## src/rtl/jk_mod_counter.sv

```systemverilog
// jk_mod_counter: synchronous modulo-N up/down counter built from a bank of
// WIDTH JK flip-flops. Every change of state is expressed as a J/K excitation
// pair per bit (toggle, hold, force-0 or force-1). The counter exposes the
// count (q), its complement (q_bar), a combinational terminal-count flag and a
// sticky wrap flag.
module jk_mod_counter #(
  parameter int WIDTH   = 4,
  parameter int MODULUS = 10
) (
  input  logic             clk,
  input  logic             a_reset,
  input  logic             reset,
  input  logic             enable,
  input  logic             up,
  input  logic             load,
  input  logic [WIDTH-1:0] load_val,
  output logic [WIDTH-1:0] count,
  output logic [WIDTH-1:0] count_n,
  output logic             tc,
  output logic             wrapped
);

  // Last value in the sequence, and the modulus widened by one bit so that
  // MODULUS == 2**WIDTH can still be compared against a WIDTH-bit value.
  localparam logic [WIDTH-1:0] LP_MAX = WIDTH'(MODULUS - 1);
  localparam logic [WIDTH:0]   LP_MOD = (WIDTH + 1)'(MODULUS);

  // Reject parameter combinations that cannot form a valid sequence.
  if (WIDTH < 2 || WIDTH > 16) begin : g_bad_width
    $error("jk_mod_counter: WIDTH %0d outside 2..16", WIDTH);
  end
  if (MODULUS < 2 || MODULUS > (1 << WIDTH)) begin : g_bad_mod
    $error("jk_mod_counter: MODULUS %0d outside 2..2**WIDTH (WIDTH=%0d)",
           MODULUS, WIDTH);
  end

  // JK cell state (q of each cell).
  logic [WIDTH-1:0] r_q;
  logic             r_wrapped;

  // Excitation and helper nets.
  logic [WIDTH-1:0] w_j;
  logic [WIDTH-1:0] w_k;
  logic [WIDTH-1:0] w_load_clamped;
  logic [WIDTH-1:0] w_inc_tgl;
  logic [WIDTH-1:0] w_dec_tgl;
  logic [WIDTH-1:0] w_up_tgl;
  logic [WIDTH-1:0] w_dn_tgl;
  logic             w_at_max;
  logic             w_at_zero;
  logic             w_up_wrap;
  logic             w_tc;

  // Status decodes on the current count. Anything at or above the last legal
  // value wraps to zero when counting up, so an out-of-range count recovers.
  assign w_at_max  = (r_q == LP_MAX);
  assign w_at_zero = (r_q == '0);
  assign w_up_wrap = (r_q >= LP_MAX);

  // Loaded values beyond the sequence are clamped to the last legal value.
  assign w_load_clamped = ({1'b0, load_val} >= LP_MOD) ? LP_MAX : load_val;

  // Plain increment/decrement toggle masks: a bit toggles when every lower
  // bit is 1 (increment carry) or every lower bit is 0 (decrement borrow).
  always_comb begin
    logic w_carry;
    logic w_borrow;
    w_inc_tgl = '0;
    w_dec_tgl = '0;
    w_carry   = 1'b1;
    w_borrow  = 1'b1;
    for (int i = 0; i < WIDTH; i++) begin
      w_inc_tgl[i] = w_carry;
      w_dec_tgl[i] = w_borrow;
      w_carry      = w_carry & r_q[i];
      w_borrow     = w_borrow & ~r_q[i];
    end
  end

  // At a wrap the toggle mask is the difference between the current value and
  // the wrap target: target 0 when counting up, LP_MAX when counting down from 0.
  assign w_up_tgl = w_up_wrap ? r_q : w_inc_tgl;
  assign w_dn_tgl = w_at_zero ? (r_q ^ LP_MAX) : w_dec_tgl;

  // J/K excitation in priority order: sync reset, load, count, hold.
  always_comb begin
    w_j = '0;
    w_k = '0;
    if (reset) begin
      w_j = '0;
      w_k = '1;
    end else if (load) begin
      w_j = w_load_clamped;
      w_k = ~w_load_clamped;
    end else if (enable) begin
      w_j = up ? w_up_tgl : w_dn_tgl;
      w_k = up ? w_up_tgl : w_dn_tgl;
    end
  end

  // Terminal count: high exactly when the coming edge performs a wrap.
  assign w_tc = enable & ~reset & ~load &
                ((up & w_at_max) | (~up & w_at_zero));

  // JK storage cells: q+ = J & ~q | ~K & q, cleared asynchronously.
  always_ff @(posedge clk or posedge a_reset) begin
    if (a_reset) begin
      r_q <= '0;
    end else begin
      r_q <= (w_j & ~r_q) | (~w_k & r_q);
    end
  end

  // Sticky wrap flag: set on any wrapping edge, cleared only by resets.
  always_ff @(posedge clk or posedge a_reset) begin
    if (a_reset) begin
      r_wrapped <= 1'b0;
    end else if (reset) begin
      r_wrapped <= 1'b0;
    end else if (w_tc) begin
      r_wrapped <= 1'b1;
    end
  end

  assign count   = r_q;
  assign count_n = ~r_q;
  assign tc      = w_tc;
  assign wrapped = r_wrapped;

endmodule

```

## config.mk

```make
export PLATFORM = sky130hd
export DESIGN_NAME = jk_mod_counter
export DESIGN_NICKNAME = d
export VERILOG_FILES = /design/src/rtl/jk_mod_counter.sv
export SDC_FILE = /design/constraint.sdc
export NUM_CORES = 1
export LEC_CHECK = 0
export ABC_AREA = 1
export CORE_AREA = 2 2 39 41
export CTS_BUF_LIST = sky130_fd_sc_hd__clkbuf_8
export CTS_CLUSTER_DIAMETER = 200
export DETAILED_ROUTE_END_ITERATION = 16
export DIE_AREA = 0 0 41 43
export PLACE_DENSITY = 0.65
export SYNTH_ARGS = -nofsm -noshare
export SYNTH_HDL_FRONTEND = slang
export SYNTH_SLANG_ARGS = --single-unit
```

## constraint.sdc

```tcl
create_clock -name clk -period 1.78 [get_ports clk]
set_input_delay 0.534 -clock clk [delete_from_list [all_inputs] [get_ports clk]]
set_output_delay 0.534 -clock clk [all_outputs]
set_load 0.005 [all_outputs]
```

==> out/metrics.csv, run 1 <==
stage;metric;value;unit
detailed_routing;Total Wirelength;1.63;mm
synthesis;cells after synthesis;75;
power_and_ir_drop;Worst VDD drop;0.000588;V
min_path;hold_sp;wrapped;
final_layout;layout cells sized above 1;0.392;
timing;Final Hold Viols;0;
placement;Placer Congestion;0.760;
min_path;Hold Crit Class;flip-flop to flip-flop;
floorplan;die height;43;um
placement;hpwl dp;1.05;mm
detailed_routing;vias;679;
detailed_routing;Iteration-0 DRC Markers;25;
clock_tree;total CTS buffers;3;
floorplan;die area;1760;sq um
timing;Final Setup Violations;1;
synthesis;Mapped Avg Cell Area;5.74;sq um
timing;Max Slew Vio Count;0;
clock_tree;H-tree depth;1;
power_and_ir_drop;total power;557;uW
setup_path;crit path kind;flip-flop to output port;
status;status;finished, violations left;
synthesis;sequential area share after synthesis;0.291;
timing;fmax;554;MHz
timing;Tcrit/Tclk final;1.01;
synthesis;Compound-Gate Fraction of Synth Area;0.108;
status;failing checks;negative setup slack;
synthesis;adder-cell share of the synthesized area;0;
detailed_routing;drt drc;0;
synthesis;post-synthesis sequential element count;5;
setup_path;startpoint types;flip-flop;
timing;WHS;477;ps
synthesis;Yosys warnings;0;
final_layout;P&R area growth vs syn;117;%
grt;first-pass GRT wire length;2.53;mm
final_layout;cell area after layout;932;sq um
clock_tree;Worst-path clk slew;40;ps
placement;IO Port Bufs;19;
setup_path;Reg-to-Reg Start;count[1];
timing;relative max-transition margin;0.826;
floorplan;site row count;14;
timing;Tmin final;1800;ps
timing;setup slack after layout;-24.2;ps
setup_path;Worst EP arrival;1270;ps
setup_path;CP Data Required Time;1250;ps
clock_tree;Root Driver;clkbuf_8;
final_layout;filler-free cell count of the finished design;141;
power_and_ir_drop;LEAKAGE;0.555;nW
placement;placed cells;127;
timing;RSZ-0062 raised after global routing;yes;
synthesis;Synth Net Count;85;
grt;initial antenna violation count;0;
detailed_routing;Avg WL per Cell;11.6;um
detailed_routing;DR vias/cell;4.82;
synthesis;Simple-Gate Fraction of Synth Area;0.480;
synthesis;cell taking the most area after synthesis;dfrtp_1;
setup_path;CP endpoint kind;output port;
synthesis;multiplexer area fraction after synthesis;0;
floorplan;core footprint;1380;sq um
final_layout;Final Net Count;136;
floorplan;Starting Density;0.311;
setup_path;Crit. Startpoint;count[1];
clock_tree;Num Clock Sinks;5;
synthesis;xor and xnor area share after synthesis;0;
job;max cap viols;0;
grt;GR Util All Layers;0.213;
timing;Worst Tran Pin Value;258;ps
final_layout;antenna fix cells;0;
clock_tree;Clock Latency Late Sink;230;ps
floorplan;Die W;41;um
power_and_ir_drop;Cell Pwr Density;597;nW/um^2
synthesis;Cell Area, Synth;430;sq um
final_layout;Filler cells;123;
clock_tree;Max clock buf depth;2;
setup_path;critical-path maximum fanout;4;
placement;dpl cell area;768;sq um
synthesis;share of the synthesized area in the top cell type;0.291;
detailed_routing;first drt pass iteration count;4;
grt;gr ovfl total;0;
synthesis;top cells by area, synth;dfrtp_1 29%, nand2_1 24%, nand3_1 10%, inv_1 10%, nor2_1 5.2%;
clock_tree;CTS tree;built;
grt;pin count of the biggest net entering global routing;7;
detailed_routing;DRT antenna net count;0;
synthesis;main combinational cell family by area after synthesis;simple AND/OR/NAND/NOR gates;
timing;clk_skew;4.70;ps
floorplan;Boundary Pins;20;
grt;vias in the first global route;621;
synthesis;library cells used by synthesis;15;
[stage by stage]
step	TNS (ps)	util	setup WS, ps
floorplan	0	-	266
global placement	-633	0.555	-633
detailed placement	-628	0.555	-628
CTS	-266	0.635	-118
global route	-98.5	0.674	-98.5
finish	-24.2	0.674	-24.2
[worst paths after layout]
check / slack (ps) / cells after the start / endpoint
setup / recovery: -20 / 7 / tc
hold / removal: 480 / 2 / wrapped
setup reg to reg: 400 / 10 / count[3]
hold reg to reg: 480 / 2 / wrapped
max in group asynchronous: 1070 / 2 / count[1]
min in group asynchronous: 520 / 2 / count[0]
[state kept, by name, summed over array words and instances (netlist names)]
register and count:
count 4, wrapped 1
[power by group]
| group | switching (mW) | leakage [nW] | internal (mW) | total [mW] |
|---|---|---|---|---|
| registers | 0.00864 | 0.0640 | 0.123 | 0.132 |
| clock network | 0.0627 | 0.0269 | 0.148 | 0.211 |
| logic | 0.0988 | 0.464 | 0.115 | 0.214 |
| total | 0.170 | 0.555 | 0.387 | 0.557 |
[critical path, stage by stage (launching register included)]
cell and delay (ps):
dfrtp_2 430, buf_4 150, nor2_4 80, nand3_2 80, nand2_1 80, nand2_1 70, inv_1 50, buf_2 100
[synth_stat cells]
master and count:
nor2_1 6, nand2_2 1, nor3_1 1, nor3_2 1, a21oi_2 1, a21oi_1 4
inv_1 12, dfrtp_1 5, o31ai_1 1, nand4_1 1, o21ai_0 2, nor2_2 1
inv_2 2, nand3_1 9, nand2_1 28
[repair_timing]
| item | 4_1_cts | 5_1_grt |
|---|---|---|
| setup endpoints to repair | 6 | 7 |
| gates resized for setup | 17 | 15 |
| hold buffers | 0 | 0 |
| pin swaps | 5 | 5 |
| buffers inserted | 8 | 2 |
[layout make-up]
cell class	count	area [sq um]	area share
repair buffers	46	389	0.417
multi-input cells	56	299	0.321
flip-flops and latches	5	126	0.136
inverters	14	52.6	0.0564
clock buffers	3	41.3	0.0443
well taps	16	20.0	0.0215
clock inverters	1	3.75	0.00403
[layout by cell type (no fill, tap or decap), drive strengths merged]
cell	instances
dlymetal6s2s	4
o21ai	2
clkbuf	4
nor3	2
nor2	7
buf	28
dlygate4sd2	6
clkdlybuf4s50	7
inv	15
nand2	29
o31ai	1
nand3	9
nand4	1
dfrtp	5
a21oi	5
[logic make-up (layout without fill, tap and decap cells)]
logic type             Yosys count  in the layout
AOI/OAI and AO/OA                8              8
buffers and inverters           14             64
DFF                              5              5
and+or+nand+nor                 48             48
[routing by layer]
layer	part of all wire	GRT usage	wire length [um]	vias up
met1	0.38	0.232	612	305
met5	0	0	0	-
met2	0.53	0.372	870	35
met3	0.070	0.0524	114	6
li1	-	-	-	333
met4	0.019	0.0733	31	0
No activity file was read; power rests on OpenSTA's default activity.
==> run 2, diff against run 1 <==
CAP_MARGIN = 40   (was unset)
HOLD_SLACK_MARGIN = 0.05   (was unset)
==> results of run 2 <==
Same layout as run 1: the final DEF is identical, and so are final timing and power.
==> run 3, diff against run 2 <==
CAP_MARGIN = unset   (was 40)
==> results of run 3 <==
Same layout as run 1: the final DEF is identical, and so are final timing and power.
